### src/rtl/serial_pkg.sv
// rtl/serial_pkg.sv - shared FSM encoding and sizing helpers for serial_receiver (PARITY state only with SERIAL_RECEIVER_PARITY_EN)
package serial_pkg;

    localparam int DEFAULT_DATA_WIDTH = 8;

`ifdef SERIAL_RECEIVER_PARITY_EN
    typedef enum logic [1:0] {
        IDLE   = 2'd0,
        SHIFT  = 2'd1,
        PARITY = 2'd2
    } state_t;
`else
    typedef enum logic [1:0] {
        IDLE  = 2'd0,
        SHIFT = 2'd1
    } state_t;
`endif

    // Wide enough to hold every data bit plus the parity slot without wrapping.
    function automatic int cnt_width(input int data_width);
        return $clog2(data_width + 2);
    endfunction

endpackage

### src/rtl/bit_counter.sv
// rtl/bit_counter.sv - saturating frame bit counter with terminal-count flag
module bit_counter #(
    parameter int WIDTH    = 4,
    parameter int TERMINAL = 7
) (
    input  logic clk,
    input  logic reset,
    input  logic clear,
    input  logic inc,
    output logic tc
);

    localparam logic [WIDTH-1:0] TERM = WIDTH'(TERMINAL);

    logic [WIDTH-1:0] count;

    assign tc = (count == TERM);

    // Clear with a simultaneous increment lands on 1; counting stops one past TERM.
    always_ff @(posedge clk or posedge reset) begin
        if (reset) begin
            count <= '0;
        end else if (clear) begin
            count <= inc ? WIDTH'(1) : '0;
        end else if (inc && (count <= TERM)) begin
            count <= count + WIDTH'(1);
        end
    end

endmodule

### src/rtl/serial_receiver.sv
// rtl/serial_receiver.sv - MSB-first serial-to-parallel receiver with valid/ready output; SERIAL_RECEIVER_PARITY_EN adds even parity
module serial_receiver
    import serial_pkg::*;
#(
    parameter int DATA_WIDTH = DEFAULT_DATA_WIDTH
) (
    input  logic                  clk,
    input  logic                  reset,
    input  logic                  serial_in,
    input  logic                  enable,
    input  logic                  start,
    input  logic                  ready_in,
    output logic [DATA_WIDTH-1:0] data_out,
    output logic                  valid_out,
    output logic                  busy,
    output logic                  overrun,
    output logic                  parity_err
);

    localparam int CNT_W = cnt_width(DATA_WIDTH);

    state_t                state_q;
    state_t                state_d;
    logic [DATA_WIDTH-1:0] buffer;
    logic                  cnt_clear;
    logic                  cnt_inc;
    logic                  last_bit;
    logic                  shift_en;
    logic                  word_done;
    logic                  word_ready;
`ifdef SERIAL_RECEIVER_PARITY_EN
    logic                  parity_bad;
`endif

    bit_counter #(
        .WIDTH    (CNT_W),
        .TERMINAL (DATA_WIDTH - 1)
    ) u_bit_counter (
        .clk   (clk),
        .reset (reset),
        .clear (cnt_clear),
        .inc   (cnt_inc),
        .tc    (last_bit)
    );

    always_ff @(posedge clk or posedge reset) begin
        if (reset) begin
            state_q <= IDLE;
        end else begin
            state_q <= state_d;
        end
    end

    always_comb begin
        state_d   = state_q;
        cnt_clear = 1'b0;
        cnt_inc   = 1'b0;
        shift_en  = 1'b0;
        word_done = 1'b0;
`ifdef SERIAL_RECEIVER_PARITY_EN
        parity_bad = 1'b0;
`endif
        // start wins in every state: it both opens a frame and abandons a partial one.
        if (start) begin
            state_d   = SHIFT;
            cnt_clear = 1'b1;
            cnt_inc   = enable;
            shift_en  = enable;
        end else begin
            case (state_q)
                SHIFT: begin
                    if (enable) begin
                        cnt_inc  = 1'b1;
                        shift_en = 1'b1;
                        if (last_bit) begin
`ifdef SERIAL_RECEIVER_PARITY_EN
                            state_d = PARITY;
`else
                            state_d   = IDLE;
                            word_done = 1'b1;
`endif
                        end
                    end
                end
`ifdef SERIAL_RECEIVER_PARITY_EN
                PARITY: begin
                    if (enable) begin
                        state_d = IDLE;
                        if (serial_in == ^buffer) begin
                            word_done = 1'b1;
                        end else begin
                            parity_bad = 1'b1;
                        end
                    end
                end
`endif
                default: begin
                end
            endcase
        end
    end

    assign busy = (state_q == SHIFT);

    // A finished word sits in buffer for one cycle (word_ready) before the output handshake sees it.
    always_ff @(posedge clk or posedge reset) begin
        if (reset) begin
            buffer     <= '0;
            data_out   <= '0;
            valid_out  <= 1'b0;
            overrun    <= 1'b0;
            word_ready <= 1'b0;
        end else begin
            word_ready <= word_done;
            if (cnt_clear) begin
                buffer <= {{(DATA_WIDTH-1){1'b0}}, shift_en & serial_in};
            end else if (shift_en) begin
                buffer <= {buffer[DATA_WIDTH-2:0], serial_in};
            end
            if (word_ready) begin
                if (!valid_out || ready_in) begin
                    data_out  <= buffer;
                    valid_out <= 1'b1;
                end else begin
                    overrun <= 1'b1;
                end
            end else if (valid_out && ready_in) begin
                valid_out <= 1'b0;
            end
        end
    end

`ifdef SERIAL_RECEIVER_PARITY_EN
    always_ff @(posedge clk or posedge reset) begin
        if (reset) begin
            parity_err <= 1'b0;
        end else if (parity_bad) begin
            parity_err <= 1'b1;
        end
    end
`else
    assign parity_err = 1'b0;
`endif

endmodule

### config.mk
export PLATFORM = sky130hd
export DESIGN_NAME = serial_receiver
export DESIGN_NICKNAME = d
export VERILOG_FILES = /design/src/rtl/serial_pkg.sv /design/src/rtl/bit_counter.sv /design/src/rtl/serial_receiver.sv
export SDC_FILE = /design/constraint.sdc
export NUM_CORES = 1
export LEC_CHECK = 0
export ABC_AREA = 0
export CAP_MARGIN = 20
export CORE_MARGIN = 2
export CORE_UTILIZATION = 57
export CTS_BUF_LIST = sky130_fd_sc_hd__clkbuf_2 sky130_fd_sc_hd__clkbuf_4 sky130_fd_sc_hd__clkbuf_8
export DETAILED_ROUTE_END_ITERATION = 12
export PLACE_DENSITY = 0.95
export REMOVE_ABC_BUFFERS = 1
export SLEW_MARGIN = 40
export SYNTH_ARGS = -nofsm -noshare
export SYNTH_HDL_FRONTEND = slang
export SYNTH_SLANG_ARGS = --single-unit
export TNS_END_PERCENT = 20
### constraint.sdc
create_clock -name clk -period 2.24 [get_ports clk]
set_input_delay 0.448 -clock clk [delete_from_list [all_inputs] [get_ports clk]]
set_output_delay 0.448 -clock clk [all_outputs]
set_load 0.1 [all_outputs]
==> flow_summary.ini, run 1 <==
[grt]
grt_max_degree = 25
grtUsageTotal_pct = 17.5
grt_pass1_wl_um = 2580
grt_antenna_before_repair = 0
grt_overflow = 0
grt_pass1_vias = 617

[synthesis]
yosys_warnings = 0
yosys_register_bits = 24
synth_simple_gate_area_share_pct = 16.0
synth_top_family_by_area = simple AND/OR/NAND/NOR gates
synth_compound_area_share_pct = 9.17
synthMuxAreaShare_pct = 9.05
seq_area_frac_synth_pct = 60.3
synth.distinct_cells = 25
synthXorXnorAreaFrac_pct = 0.879
ys_top_cells_by_count = 24 x dfrtp_1, 18 x nand2_1, 9 x a21oi_1, 8 x mux2_2, 3 x o21ai_0
synthArstFlopShare_pct = 100
synth.top_cell.area_share_pct = 60.3
synth.most_common_cell = dfrtp_1
synthAdderAreaFrac_pct = 1.26
synth_area_leader_cell = dfrtp_1
syn_inst = 86
synth_edf_count = 0
netlist_area_um2 = 996
synth_area_leaders = dfrtp_1 60%, mux2_2 9.0%, nand2_1 6.8%
avgSynthCellArea_um2 = 11.6
synth_ff_type = dfrtp_1

[clock_network]
clkLatencyLatePin_ns = 0.30
htreeDepth = 1
cts_resized = 0
post_cts_buffers = 0
clock-sinks = 24
clk_pin_slew_worst_paths_ns = 0.11
ctsHoldBuffers = 0
cts_buffers = 3
cts_tree = built
clk_path_buf_depth = 2
clock-root-buffer = clkbuf_4

[floorplanning]
fp-row-count = 15
core_area_mm2 = 0.00169
initial_core_util_pct = 59.0
die_y_um = 45.8
die_w_um = 45.8
die_area_mm2 = 0.00210
io_pins = 18

[drt]
routedWlPerCell_um = 13.7
final_antenna_net_count = 0
drc = 0
initialDrtViolationCount = 3
num_vias = 686
wl_um = 1640
drt-vias-per-instance = 5.72
first_pass_iters = 4

[sta]
setup_violations = 0
relSlewSlack_pct = 63.6
rsz0062_at_grt = false
max_freq_ghz = 0.653
finalCritPeriodShare_pct = 68.4
final_max_slew_viol_count = 0
worstMarginPinSlew_ns = 0.545
whs_ns = 0.475
hold_violations = 0
setup_slack_ns = 0.708
tns_ns = 0
finalCriticalPeriod_ns = 1.53
fin_skew_ns = 0.00225

[cells_and_area]
drive_gt1_share_pct = 25.2
nets = 112
num_antenna_cells = 0
final-seq-area_um2 = 601
area_growth_pct = 16.2
final_cell_count_no_fill = 120
multiInputGateArea_um2 = 365
fin_area_mm2 = 0.00116
nFillCells = 124

[status]
status = completed

[setup_path]
reg2reg_from = u_bit_counter.count[0]
r2r_end = u_bit_counter.count[2]
regToRegSetupSlack_ns = 1.06
worstPathRequired_ns = 1.79
crit_slowest_cell = dfrtp_1
crit_family = flip-flops
slowest_delay_ns = 0.46
criticalPathCategory = register to primary output
crit_arrival_ns = 1.08
crit_path_start_kind = register
crit_chain = buf_4
cp_max_fo = 7
critPathCaptureType = primary output
rr_worst_depth = 4
worst-path-buf-inv = 1

[placed_design]
dpl_worst_slack_ns = 0.518
place_congestion = 0.732
place_inst = 117
numPortBuffers = 16
dpl.hpwl_um = 1220
dpl_cell_area_mm2 = 0.00113

[job]
drv_cap = 0

[power_and_ir_drop]
powerDensity_mw_per_mm2 = 596
leakagePower_nw = 0.556
peakVddDrop_mv = 0.385

[hold_path]
hp-class = input pin to asynchronous set/reset pin
==> routing by layer <==
layer / wire length [um] / vias up / GRT usage, %
met5: 0 / - / 0
met2: 808 / 24 / 29.3
met4: 53 / 0 / 10.3
li1: - / 327 / -
met1: 700 / 328 / 21.2
met3: 82 / 7 / 2.78
==> flip-flops by register name (all words and copies together), names as in the netlist <==
name                 cells
buffer                   8
data_out                 8
u_bit_counter.count      4
overrun                  1
state_q                  1
valid_out                1
word_ready               1
==> worst max-delay path by stage <==
| stage | start | endpoint | slack (ns) | depth (start not counted) |
|---|---|---|---|---|
| floorplan | valid_out | data_out[0] | 0.47 | 3 |
| global placement | ready_in | data_out[4] | 0.55 | 4 |
| detailed placement | enable | u_bit_counter.count[1] | 0.52 | 4 |
| CTS | state_q[0] | busy | 0.70 | 1 |
| global route | state_q[0] | busy | 0.63 | 1 |
| finish | state_q[0] | busy | 0.71 | 1 |
==> per-stage QoR <==
stage	power [W]	util, %
6_report	0.000690	68.5
5_1_grt	0.000727	68.5
4_1_cts	0.000696	68.5
3_5_place_dp	0.000523	67.2
3_3_place_gp	0.000520	67.2
2_1_floorplan	0.000498	-
==> worst reg2reg max path: cells and delay by family (launching register included) <==
kind / cells / cell delay [ns]
adders and majority gates: 1 / 0.25
and+or+nand+nor: 2 / 0.18
xor gates and xnor gates: 1 / 0.19
DFF: 1 / 0.44
==> cell usage in the layout, fill, tap and decap left out, drive strengths merged <==
master	synthesis	routed
o21bai	1	1
o211ai	1	1
nand2	19	19
nand2b	2	2
and2	1	1
dfrtp	24	24
o21ai	3	3
nand4b	2	2
nor2b	1	1
xor2	1	1
ha	1	1
clkdlybuf4s50	0	5
nand3b	1	1
a21o	1	1
buf	2	12
nor4bb	1	1
clkbuf	1	3
conb	1	1
nor4b	1	1
mux2	8	8
a21oi	9	9
nor2	2	2
inv	2	2
a41oi	1	1
==> report_power, final <==
group | leakage (nW) | internal, W | switching [W]
registers | 0.325 | 0.000442 | 0.00000864
clock network | 0.0138 | 0.0000627 | 0.000112
logic | 0.217 | 0.0000226 | 0.0000421
total | 0.556 | 0.000527 | 0.000163
==> layout make-up <==
| cell class | instances | share of cell area (%) |
|---|---|---|
| clock buffers | 3 | 1.95 |
| inverters | 2 | 0.649 |
| multi-input cells | 57 | 31.6 |
| flip-flops and latches | 24 | 51.9 |
| well taps | 17 | 1.84 |
| repair buffers | 17 | 12.1 |
==> logic make-up (layout without fill, tap and decap cells) <==
logic type               Yosys count  in the layout
AO/OA/AOI/OAI                     16             16
XOR/XNOR                           1              1
adder cells (fa/ha/maj)            1              1
buffers and inverters              5             22
flip-flops                        24             24
multiplexers                       8              8
other                              1              1
AND/OR/NAND/NOR                   30             30
(Power assumes the default switching activity.)
==> run 2: changes to the inputs <==
CORE_UTILIZATION = 48   (was 57)
PLACE_DENSITY = 0.86   (was 0.95)
clock period = 1.4 ns   (was 2.24 ns; I/O delays follow)
==> run 2 against run 1 <==
Die area increased by 17%; cell count increased by 14%; first-iteration DRC count increased to 3.3 times the previous value; flip-flop and latch count unchanged; worst hold slack got worse by 0.16 ns; non-clock buffer count increased by 6; clock-buffer cell count increased by 1; combinational power increased by 87%; critical path type unchanged; largest cell class unchanged; largest power group unchanged; highest routed layer unchanged.
==> flow_summary.ini, run 2 (synthesized netlist as in run 1, its figures left out) <==
[status]
status = completed

[power_and_ir_drop]
clkPwrFrac_pct = 29.7
combPwrFrac_pct = 10.1
p_sw_w = 0.000282
leakagePower_nw = 0.629
pwr-share-seq_pct = 60.1
powerDensity_mw_per_mm2 = 870
p_int_w = 0.000918
peakVddDrop_mv = 0.706
sw_frac_of_total_pct = 23.5

[clock_network]
clock-sinks = 24
cts_tree = built
clk_pin_slew_worst_paths_ns = 0.12
cts_resized = 0
clock-root-buffer = clkbuf_4
clk_path_buf_depth = 2
htreeDepth = 1
clkLatencyLatePin_ns = 0.31
post_cts_buffers = 0
ctsHoldBuffers = 0
cts_buffers = 3

[sta]
fin_skew_ns = 0.00354
finalCritPeriodShare_pct = 94.8
rsz0062_at_grt = false
finalCriticalPeriod_ns = 1.33
setup_slack_ns = 0.0722
hold_violations = 0
max_freq_ghz = 0.753
setup_violations = 0
final_max_slew_viol_count = 0

[cells_and_area]
nets = 118
reg_top3 = buffer: 8 flops, data_out: 8 flops, u_bit_counter.count: 4 flops
final_util_pct = 70.3
nFillCells = 135
area_growth_pct = 38.4
final_cell_mix = 24 x dfrtp_1, 18 x nand2_1, 12 x buf_12
fin_area_mm2 = 0.00138
final_common_cell = dfrtp_1
final_cell_count_no_fill = 137
num_antenna_cells = 0
drive_gt1_share_pct = 30.0

[grt]
grt_pass1_wl_um = 3310
grt_max_degree = 25
grt_antenna_before_repair = 0
grtUsageTotal_pct = 17.6
grt_overflow = 0
grt_pass1_vias = 760

[floorplanning]
io_pins = 18
fp-row-count = 16
initial_core_util_pct = 50.8
core_area_mm2 = 0.00196
die_y_um = 49.6
die_w_um = 49.6
die_area_mm2 = 0.00246

[setup_path]
regToRegSetupSlack_ns = 0.24
cp_max_fo = 7
crit_end = busy
slowest_delay_ns = 0.52
criticalPathCategory = register to primary output
critPathCaptureType = primary output
cp.depth = 1
rr_worst_depth = 3
crit_slowest_cell = dfrtp_1
crit_path_start_kind = register
crit_family = flip-flops
critPathLaunch = state_q[0]
r2r_end = data_out[4]
crit_arrival_ns = 1.05
reg2reg_from = valid_out
worst-path-buf-inv = 1
worstPathRequired_ns = 1.12
crit_chain = buf_12

[placed_design]
dpl_worst_slack_ns = -0.153
place_inst = 133
place_congestion = 0.802
numPortBuffers = 16
dpl_cell_area_mm2 = 0.00134
dpl.hpwl_um = 1410

[hold_path]
hp-class = input pin to asynchronous set/reset pin

[drt]
num_vias = 706
initialDrtViolationCount = 10
drt-vias-per-instance = 5.15
drc = 0
final_antenna_net_count = 0
routedWlPerCell_um = 13.6
first_pass_iters = 5
wl_um = 1870

[job]
drv_cap = 0
-- run 2: changes by cell type in the layout (fill, tap and decap cells not counted) --
| cell | before | now |
|---|---|---|
| buf_4 | 12 | 6 |
| buf_12 | 0 | 12 |
| clkbuf_8 | 0 | 1 |
-- run 2: final cells by class --
cell class              instances  area [um2]  share of cell area [%]
clock buffers                   4        36.3                    2.63
repair buffers                 23         335                    24.3
flip-flops and latches         24         601                    43.6
multi-input cells              57         365                    26.5
inverters                       2        7.51                   0.544
well taps                      27        33.8                    2.45
-- run 2: worst min-delay path by stage --
stage	startpoint	end	cells after the start	slack [ns]
after floorplan	reset	buffer[0]	1	0.29
after global placement	word_ready	valid_out	2	0.48
after detailed placement	word_ready	valid_out	2	0.50
after CTS	reset	data_out[3]	3	0.34
after global routing	reset	data_out[3]	3	0.36
final	reset	data_out[2]	3	0.31
-- run 2: worst register-to-register path: cells and delay by family, from the launching register on --
family	cells	cell delay, ns
AND/OR/NAND/NOR	2	0.28
flip-flops	1	0.41
multiplexers	1	0.36
-- run 2: power groups by stage --
stage	combinational (W)	sequential [W]	clock, W
3_3_place_gp	0.000118	0.000733	0
5_1_grt	0.000134	0.000723	0.000385
6_report	0.000121	0.000722	0.000357
2_1_floorplan	0.0000577	0.000739	0
4_1_cts	0.000123	0.000721	0.000356
3_5_place_dp	0.000123	0.000734	0
-- run 2: per-layer routing --
| layer | global-route usage [%] | up-vias | share of wire [%] |
|---|---|---|---|
| li1 | - | 336 | - |
| met1 | 21.7 | 348 | 43 |
| met2 | 30.2 | 17 | 51 |
| met3 | 3.33 | 5 | 3.5 |
| met4 | 7.41 | 0 | 2.2 |
| met5 | 0 | - | 0 |
-- run 2: stage by stage --
stage	hold WS [ns]	TNS, ns	total power, W
3_5_place_dp	0.496	-1.13	0.000856
3_3_place_gp	0.477	-0.605	0.000851
2_1_floorplan	0.295	-5.84	0.000796
5_1_grt	0.356	0	0.00124
4_1_cts	0.341	0	0.00120
6_report	0.311	0	0.00120
